===== src/rtl/regfile_wb_arbiter.sv =====
// Write-back scheduler for the regfile's single write port: two per-producer FIFOs with a
// round-robin arbiter. Define WB_MEM_PRIO_EN for fixed memory-first priority.

module wb_queue #(
  parameter int DEPTH  = 2,
  parameter int DATA_W = 32
) (
  input  logic              clk,
  input  logic              reset,
  input  logic              push_valid,
  input  logic [4:0]        push_reg,
  input  logic [DATA_W-1:0] push_data,
  output logic              ready,
  input  logic              pop,
  output logic              empty,
  output logic [4:0]        head_reg,
  output logic [DATA_W-1:0] head_data,
  output logic [31:0]       pending
);
  localparam int PTR_W = $clog2(DEPTH);
  localparam int CNT_W = PTR_W + 1;

  logic [4:0]        reg_mem  [DEPTH];
  logic [DATA_W-1:0] data_mem [DEPTH];
  logic [PTR_W-1:0]  wr_ptr, rd_ptr, offset;
  logic [CNT_W-1:0]  count;
  logic              push;

  // Ready looks only at registered occupancy, so a full queue refuses a push even while popping.
  assign ready     = !reset && (count != CNT_W'(DEPTH));
  assign push      = push_valid && ready;
  assign empty     = (count == '0);
  assign head_reg  = reg_mem[rd_ptr];
  assign head_data = data_mem[rd_ptr];

  // NOTE: sequential state uses non-blocking assignments so every register samples pre-edge values.
  always_ff @(posedge clk) begin
    if (reset) begin
      wr_ptr <= '0;
      rd_ptr <= '0;
      count  <= '0;
    end else begin
      if (push) wr_ptr <= wr_ptr + 1'b1;
      if (pop)  rd_ptr <= rd_ptr + 1'b1;
      case ({push, pop})
        2'b10:   count <= count + 1'b1;
        2'b01:   count <= count - 1'b1;
        default: ;
      endcase
    end
  end

  // NOTE: storage is deliberately not reset; occupancy alone decides which entries are live.
  always_ff @(posedge clk) begin
    if (push) begin
      reg_mem[wr_ptr]  <= push_reg;
      data_mem[wr_ptr] <= push_data;
    end
  end

  // NOTE: every always_comb output gets a default first so no path can infer a latch.
  always_comb begin
    pending = '0;
    offset  = '0;
    for (int i = 0; i < DEPTH; i++) begin
      offset = PTR_W'(i) - rd_ptr;
      if (CNT_W'(offset) < count) pending[reg_mem[i]] = 1'b1;
    end
  end
endmodule

module regfile_wb_arbiter #(
  parameter int DEPTH  = 2,
  parameter int DATA_W = 32
) (
  input  logic              clk,
  input  logic              reset,
  input  logic              alu_valid,
  output logic              alu_ready,
  input  logic [4:0]        alu_reg,
  input  logic [DATA_W-1:0] alu_data,
  input  logic              mem_valid,
  output logic              mem_ready,
  input  logic [4:0]        mem_reg,
  input  logic [DATA_W-1:0] mem_data,
  output logic [4:0]        writereg,
  output logic [DATA_W-1:0] writedata,
  output logic              regwrite,
  output logic [31:0]       pending,
  output logic              idle
);
  logic              alu_empty, mem_empty;
  logic [4:0]        alu_head_reg, mem_head_reg, sel_reg;
  logic [DATA_W-1:0] alu_head_data, mem_head_data, sel_data;
  logic [31:0]       alu_pending, mem_pending;
  logic              grant_alu, grant_mem;

  wb_queue #(.DEPTH(DEPTH), .DATA_W(DATA_W)) u_alu_q (
    .clk(clk), .reset(reset),
    .push_valid(alu_valid), .push_reg(alu_reg), .push_data(alu_data), .ready(alu_ready),
    .pop(grant_alu), .empty(alu_empty), .head_reg(alu_head_reg), .head_data(alu_head_data),
    .pending(alu_pending)
  );

  wb_queue #(.DEPTH(DEPTH), .DATA_W(DATA_W)) u_mem_q (
    .clk(clk), .reset(reset),
    .push_valid(mem_valid), .push_reg(mem_reg), .push_data(mem_data), .ready(mem_ready),
    .pop(grant_mem), .empty(mem_empty), .head_reg(mem_head_reg), .head_data(mem_head_data),
    .pending(mem_pending)
  );

`ifdef WB_MEM_PRIO_EN
  always_comb begin
    grant_mem = !mem_empty;
    grant_alu = mem_empty && !alu_empty;
  end
`else
  typedef enum logic {GRANT_ALU = 1'b0, GRANT_MEM = 1'b1} producer_e;
  producer_e last_grant;

  // Reset to MEM so the ALU wins the first tie.
  always_ff @(posedge clk) begin
    if (reset)                        last_grant <= GRANT_MEM;
    else if (!alu_empty && !mem_empty) last_grant <= grant_alu ? GRANT_ALU : GRANT_MEM;
  end

  always_comb begin
    grant_alu = 1'b0;
    grant_mem = 1'b0;
    if (!alu_empty && !mem_empty) begin
      grant_alu = (last_grant == GRANT_MEM);
      grant_mem = (last_grant == GRANT_ALU);
    end else begin
      grant_alu = !alu_empty;
      grant_mem = !mem_empty;
    end
  end
`endif

  always_comb begin
    sel_reg  = grant_alu ? alu_head_reg  : mem_head_reg;
    sel_data = grant_alu ? alu_head_data : mem_head_data;
  end

  // A granted write to R0 is consumed but never raises regwrite.
  always_ff @(posedge clk) begin
    if (reset) begin
      writereg  <= '0;
      writedata <= '0;
      regwrite  <= 1'b0;
    end else if (grant_alu || grant_mem) begin
      writereg  <= sel_reg;
      writedata <= sel_data;
      regwrite  <= (sel_reg != 5'd0);
    end else begin
      regwrite  <= 1'b0;
    end
  end

  always_comb begin
    pending = alu_pending | mem_pending;
    if (regwrite) pending[writereg] = 1'b1;
    pending[0] = 1'b0;
  end

  assign idle = alu_empty && mem_empty && !regwrite;
endmodule


===== config.mk =====
export PLATFORM = sky130hd
export DESIGN_NAME = regfile_wb_arbiter
export DESIGN_NICKNAME = d
export VERILOG_FILES = /design/src/rtl/regfile_wb_arbiter.sv
export SDC_FILE = /design/constraint.sdc
export NUM_CORES = 1
export LEC_CHECK = 0
export CORE_MARGIN = 2
export CORE_UTILIZATION = 48
export CTS_CLUSTER_DIAMETER = 200
export DETAILED_ROUTE_END_ITERATION = 12
export PLACE_DENSITY = 0.85
export SYNTH_ARGS = -nofsm -noshare
export SYNTH_HDL_FRONTEND = slang
export SYNTH_HIERARCHICAL = 1
export SYNTH_SLANG_ARGS = --single-unit

===== constraint.sdc =====
create_clock -name clk -period 2.99 [get_ports clk]
set_input_delay 0.598 -clock clk [delete_from_list [all_inputs] [get_ports clk]]
set_output_delay 0.598 -clock clk [all_outputs]
set_load 0.02 [all_outputs]

==> run metrics, run 1 <==
status complete, but fails checks; failing checks negative setup slack; switching share of power 0.3673; fin nets 870; CP max stage delay 0.54 ns; min Tclk post-route 3.036 ns; clock buffer depth 2; P_int 6.234 mW; Initial Utilization 0.4876; largest net degree at the start of global routing 38; number of buffers created by CTS 17; Synth Cell Area 8728 um^2; fill cell count 1387; Congestion Overflow GR 0; overall routing resource usage 0.2349; placed insts 983; 1st-pass router iterations 5; power share of the clock group 0.235; worst vdd ir 0.7055 mV; gpl congestion 0.9161; antenna-violating nets left 0; die area 19280 um^2; first-pass GRT wire length 35.31 mm; critical path capture point type output pin; vias in the first global route 6370; routed wire length 22.93 mm; Design Area, Final 11250 um^2; final std cells w/o fill 1032; core area 17900 um^2; Max Clock Freq 0.3294 GHz; Switch Pwr 3.620 mW; worst endpoint data arrival time 2.44 ns; dpl hpwl 14.86 mm; crit path kind flop to output pin; final worst-path cycle share 1.015; most frequent cells in the layout 148 x edfxtp_1, 128 x clkdlybuf4s50_1, 75 x mux2_2, 62 x o22ai_1, 45 x dfxtp_1; clock sinks 197; DRC 0; DP Area 10410 um^2; routed length per placed instance 22.21 um; worst path cell trace and2b_2 > o21ai_2 > o22ai_1 > a211o_1 > clkdlybuf4s50_1; max_cap viols 0; setup violators final 6; hold_ws 0.4720 ns; initial antenna violation count 0; startpoint class of the critical path flop; Layout area overhead 28.93%; DIE HEIGHT 138.9 um; yosys warns 6; H-tree depth 4; Syn Nets 708; slowest cell on the critical path clkdlybuf4s50_1; Slew @ Worst Pin 0.8458 ns; CTS tree built; most common cell after layout, fill and taps aside edfxtp_1; Antenna Cells 0; share of layout cells above drive strength 1 0.2117; Port Buffers 149; Hold Path Class flop to flop; CP delay by family, top compound AO/OA/AOI/OAI gates; final-report max-slew violation count 0; Final Core Density 0.6286; sequential power share 0.400; routed vias 6303; RSZ-0062 raised after global routing true; root buffer cell clkbuf_16; Clk Latency, worst-skew pair 0.43 ns; initial drt markers 551; final count of hold timing violations 0; Synth Instances 628; Top Ports 151; pwr dens 875.7 nW/um^2; Comb power frac 0.365; Rows 49; mean area per synthesized cell 13.90 um^2; crit-path max FO 8; Vias/cell 6.108; CP bufs+invs 1; worst rel slew slack 0.4361; DIE WIDTH 138.9 um; post-route setup slack -0.04568 ns; Fin Clk Skew 0.01901 ns; P_leak 4.073 nW; Critical Path RT 2.39 ns; clock-pin slew on the worst setup and hold paths 0.08 ns
-- state kept, by name, summed over array words and instances, names as in the netlist, 2 cells and up, named ones only --
| name | flops |
|---|---|
| u_alu_q/data_mem | 64 |
| u_mem_q/count | 2 |
| u_alu_q/reg_mem | 10 |
| writereg | 5 |
| u_alu_q/count | 2 |
| u_mem_q/reg_mem | 10 |
| u_mem_q/data_mem | 64 |
| writedata | 32 |
-- power groups by stage --
stage	Sequential (mW)	Clock [mW]	Combinational [mW]
5_1_grt	4.01	2.47	3.82
2_1_floorplan	4.00	0	2.17
6_report	3.94	2.32	3.59
3_5_place_dp	3.98	0	3.52
4_1_cts	3.94	2.36	3.56
3_3_place_gp	3.96	0	3.44
-- per-layer routing --
metal  track usage  wire length [um]
met4       0.07071               324
met1        0.3064              9445
met3       0.06215              1831
met2        0.3881             11320
met5             0                 0
-- timing repair --
action | in CTS | in global routing
endpoints found under the setup margin | 14 | 31
setup buffers | 2 | 15
resized for setup | 3 | 27
pin swaps | 0 | 1
hold buffers | 0 | 0
-- worst paths after layout --
check,slack (ns),depth (start not counted),to,start
worst min register to register,0.47,1,writedata[15],writedata[15]
worst min-delay path,0.47,1,writedata[15],writedata[15]
worst max-delay path,-0.05,5,pending[9],u_mem_q/rd_ptr
worst max register to register,0.90,4,writedata[0],flop
-- stage by stage --
stage | setup slack, ns | TNS (ns) | total power, mW
floorplan | 0.5477 | 0 | 6.177
global placement | 0.3924 | 0 | 7.395
detailed placement | 0.3997 | 0 | 7.496
CTS | -0.01142 | -0.01891 | 9.861
global route | -0.1385 | -0.8910 | 10.30
finish | -0.04568 | -0.1914 | 9.855
-- cell type report --
type	instances	area (um^2)	share of cell area
Timing Repair Buffer	179	1772	0.1574
Clock buffer	17	425.4	0.03780
Tap cell	229	286.5	0.02546
Clock inverter	15	187.7	0.01668
Multi-Input combinational cell	390	3133	0.2784
Inverter	5	18.77	0.001668
Sequential cell	197	5430	0.4825
Power figures use the tool's default switching activity.
==> inputs of run 2 (changes only) <==
PLACE_DENSITY = 0.76   (was 0.85)
==> run metrics, run 2 (same netlist as run 1, synthesis figures left out) <==
H-tree depth 4; first-pass GRT wire length 36.40 mm; Largest regs u_alu_q/data_mem (64), u_mem_q/data_mem (64), writedata (32); DRC 0; initial drt markers 626; Vias/cell 6.111; Port Buffers 149; final worst-path cycle share 0.9807; initial antenna violation count 0; routed vias 6343; setup_tns 0 ns; overall routing resource usage 0.2410; worst vdd ir 0.5677 mV; DIE WIDTH 138.9 um; Congestion Overflow GR 0; Fin Clk Skew 0.01162 ns; P_leak 4.184 nW; crit-path max FO 9; 1st-pass router iterations 6; min Tclk post-route 2.932 ns; clock buffer depth 2; Clk Latency, worst-skew pair 0.42 ns; Crit. Startpoint u_mem_q/count[1]; hold_ws 0.4648 ns; root buffer cell clkbuf_16; status finished, final reports clean; startpoint class of the critical path flop; core area 17900 um^2; share of layout cells above drive strength 1 0.2138; Rows 49; Layout area overhead 29.29%; final count of hold timing violations 0; worst rel slew slack 0.5474; most common cell after layout, fill and taps aside edfxtp_1; hold path depth 1; dpl hpwl 15.76 mm; critical path capture point type output pin; clock-pin slew on the worst setup and hold paths 0.07 ns; Critical Path RT 2.39 ns; crit path kind flop to output pin; most frequent cells in the layout 148 x edfxtp_1, 120 x clkdlybuf4s50_1, 75 x mux2_2, 63 x o22ai_1, 44 x dfxtp_1; Antenna Cells 0; antenna-violating nets left 0; DIE HEIGHT 138.9 um; clock sinks 197; Crit Reg-Reg Startpoint u_alu_q/count[1]; Hold Path Class flop to flop; routed wire length 23.71 mm; routed length per placed instance 22.85 um; Initial Utilization 0.4876; number of buffers created by CTS 17; vias in the first global route 6500; Slew @ Worst Pin 0.6790 ns; final-report max-slew violation count 0; Top Ports 151; Max Clock Freq 0.3410 GHz; worst endpoint data arrival time 2.33 ns; hold_sp writedata[9]; die area 19280 um^2; CTS tree built; max_cap viols 0; largest net degree at the start of global routing 47; Worst Reg2Reg Path Length in Cells 5; fin nets 876; reg2reg setup slack 0.89 ns; RSZ-0062 raised after global routing false; gpl congestion 0.9352; setup violators final 0; pwr dens 858.6 nW/um^2
[run 2: cell count changes in the layout (fill, tap and decap cells not counted), sizes merged]
cell / delta
clkdlybuf4s50: -8
dlymetal6s2s: +6
clkbuf: +5
clkinv: -5
buf: +4
clkinvlp: +3
dlygate4sd2: +2
bufinv: -1
[run 2: path summary, 6_finish.rpt]
path | end
worst min register to register | writedata[9]
worst max-delay path | idle
worst min-delay path | writedata[9]
worst max register to register | u_alu_q/reg_mem[1][3]
[run 2: where the power goes]
group          total [mW]  switching [mW]  internal [mW]
clock network        2.07           0.989           1.08
logic                3.68            2.07           1.62
registers            3.93           0.492           3.44
[run 2: worst max-delay path, cell delays in order (launching register included)]
cell	delay (ns)
dfxtp_2	0.40
nor2_1	0.36
nand2_1	0.29
nor2_1	0.22
clkdlybuf4s50_1	0.64
[run 2: area by class of cell]
class / instances / area, um^2
well taps: 229 / 286.5
multi-input cells: 390 / 3154
inverters: 5 / 18.77
clock inverters: 12 / 95.09
flip-flops and latches: 197 / 5431
clock buffers: 20 / 436.7
repair buffers: 185 / 1862
fillers: 1329 / 6618
[run 2: timing repair]
action	CTS	global route
endpoints found under the setup margin	25	29
hold buffers	0	0
setup buffers	2	23
resized for setup	6	35
pin swaps	0	2
[run 2: through the flow]
step | utilization | cell area [um^2] | total power [mW] | worst slack (ns) | cells
floorplan | - | 8746 | 6.177 | 0.5477 | 628
global placement | 0.5821 | 10420 | 7.421 | 0.4032 | 981
detailed placement | 0.5821 | 10420 | 7.525 | 0.3812 | 981
CTS | 0.6140 | 10990 | 9.626 | -0.06933 | 1015
global route | 0.6303 | 11280 | 10.11 | 0.003374 | 1038
finish | 0.6303 | 11280 | 9.689 | 0.05771 | 1038
[run 2: metal layers]
layer  vias to the layer above  wire length [um]  GRT usage
met5                         -                 0          0
met4                         0               199    0.05635
met3                        26              1538    0.05007
met2                       270             11840     0.4045
met1                      3182             10140     0.3254
li1                       2865                 -          -
==> inputs of run 3 (changes only) <==
GPL_TIMING_DRIVEN = 1   (was not set)
==> results of run 3 <==
Same layout as run 2: the final DEF is identical, and so are final timing and power.
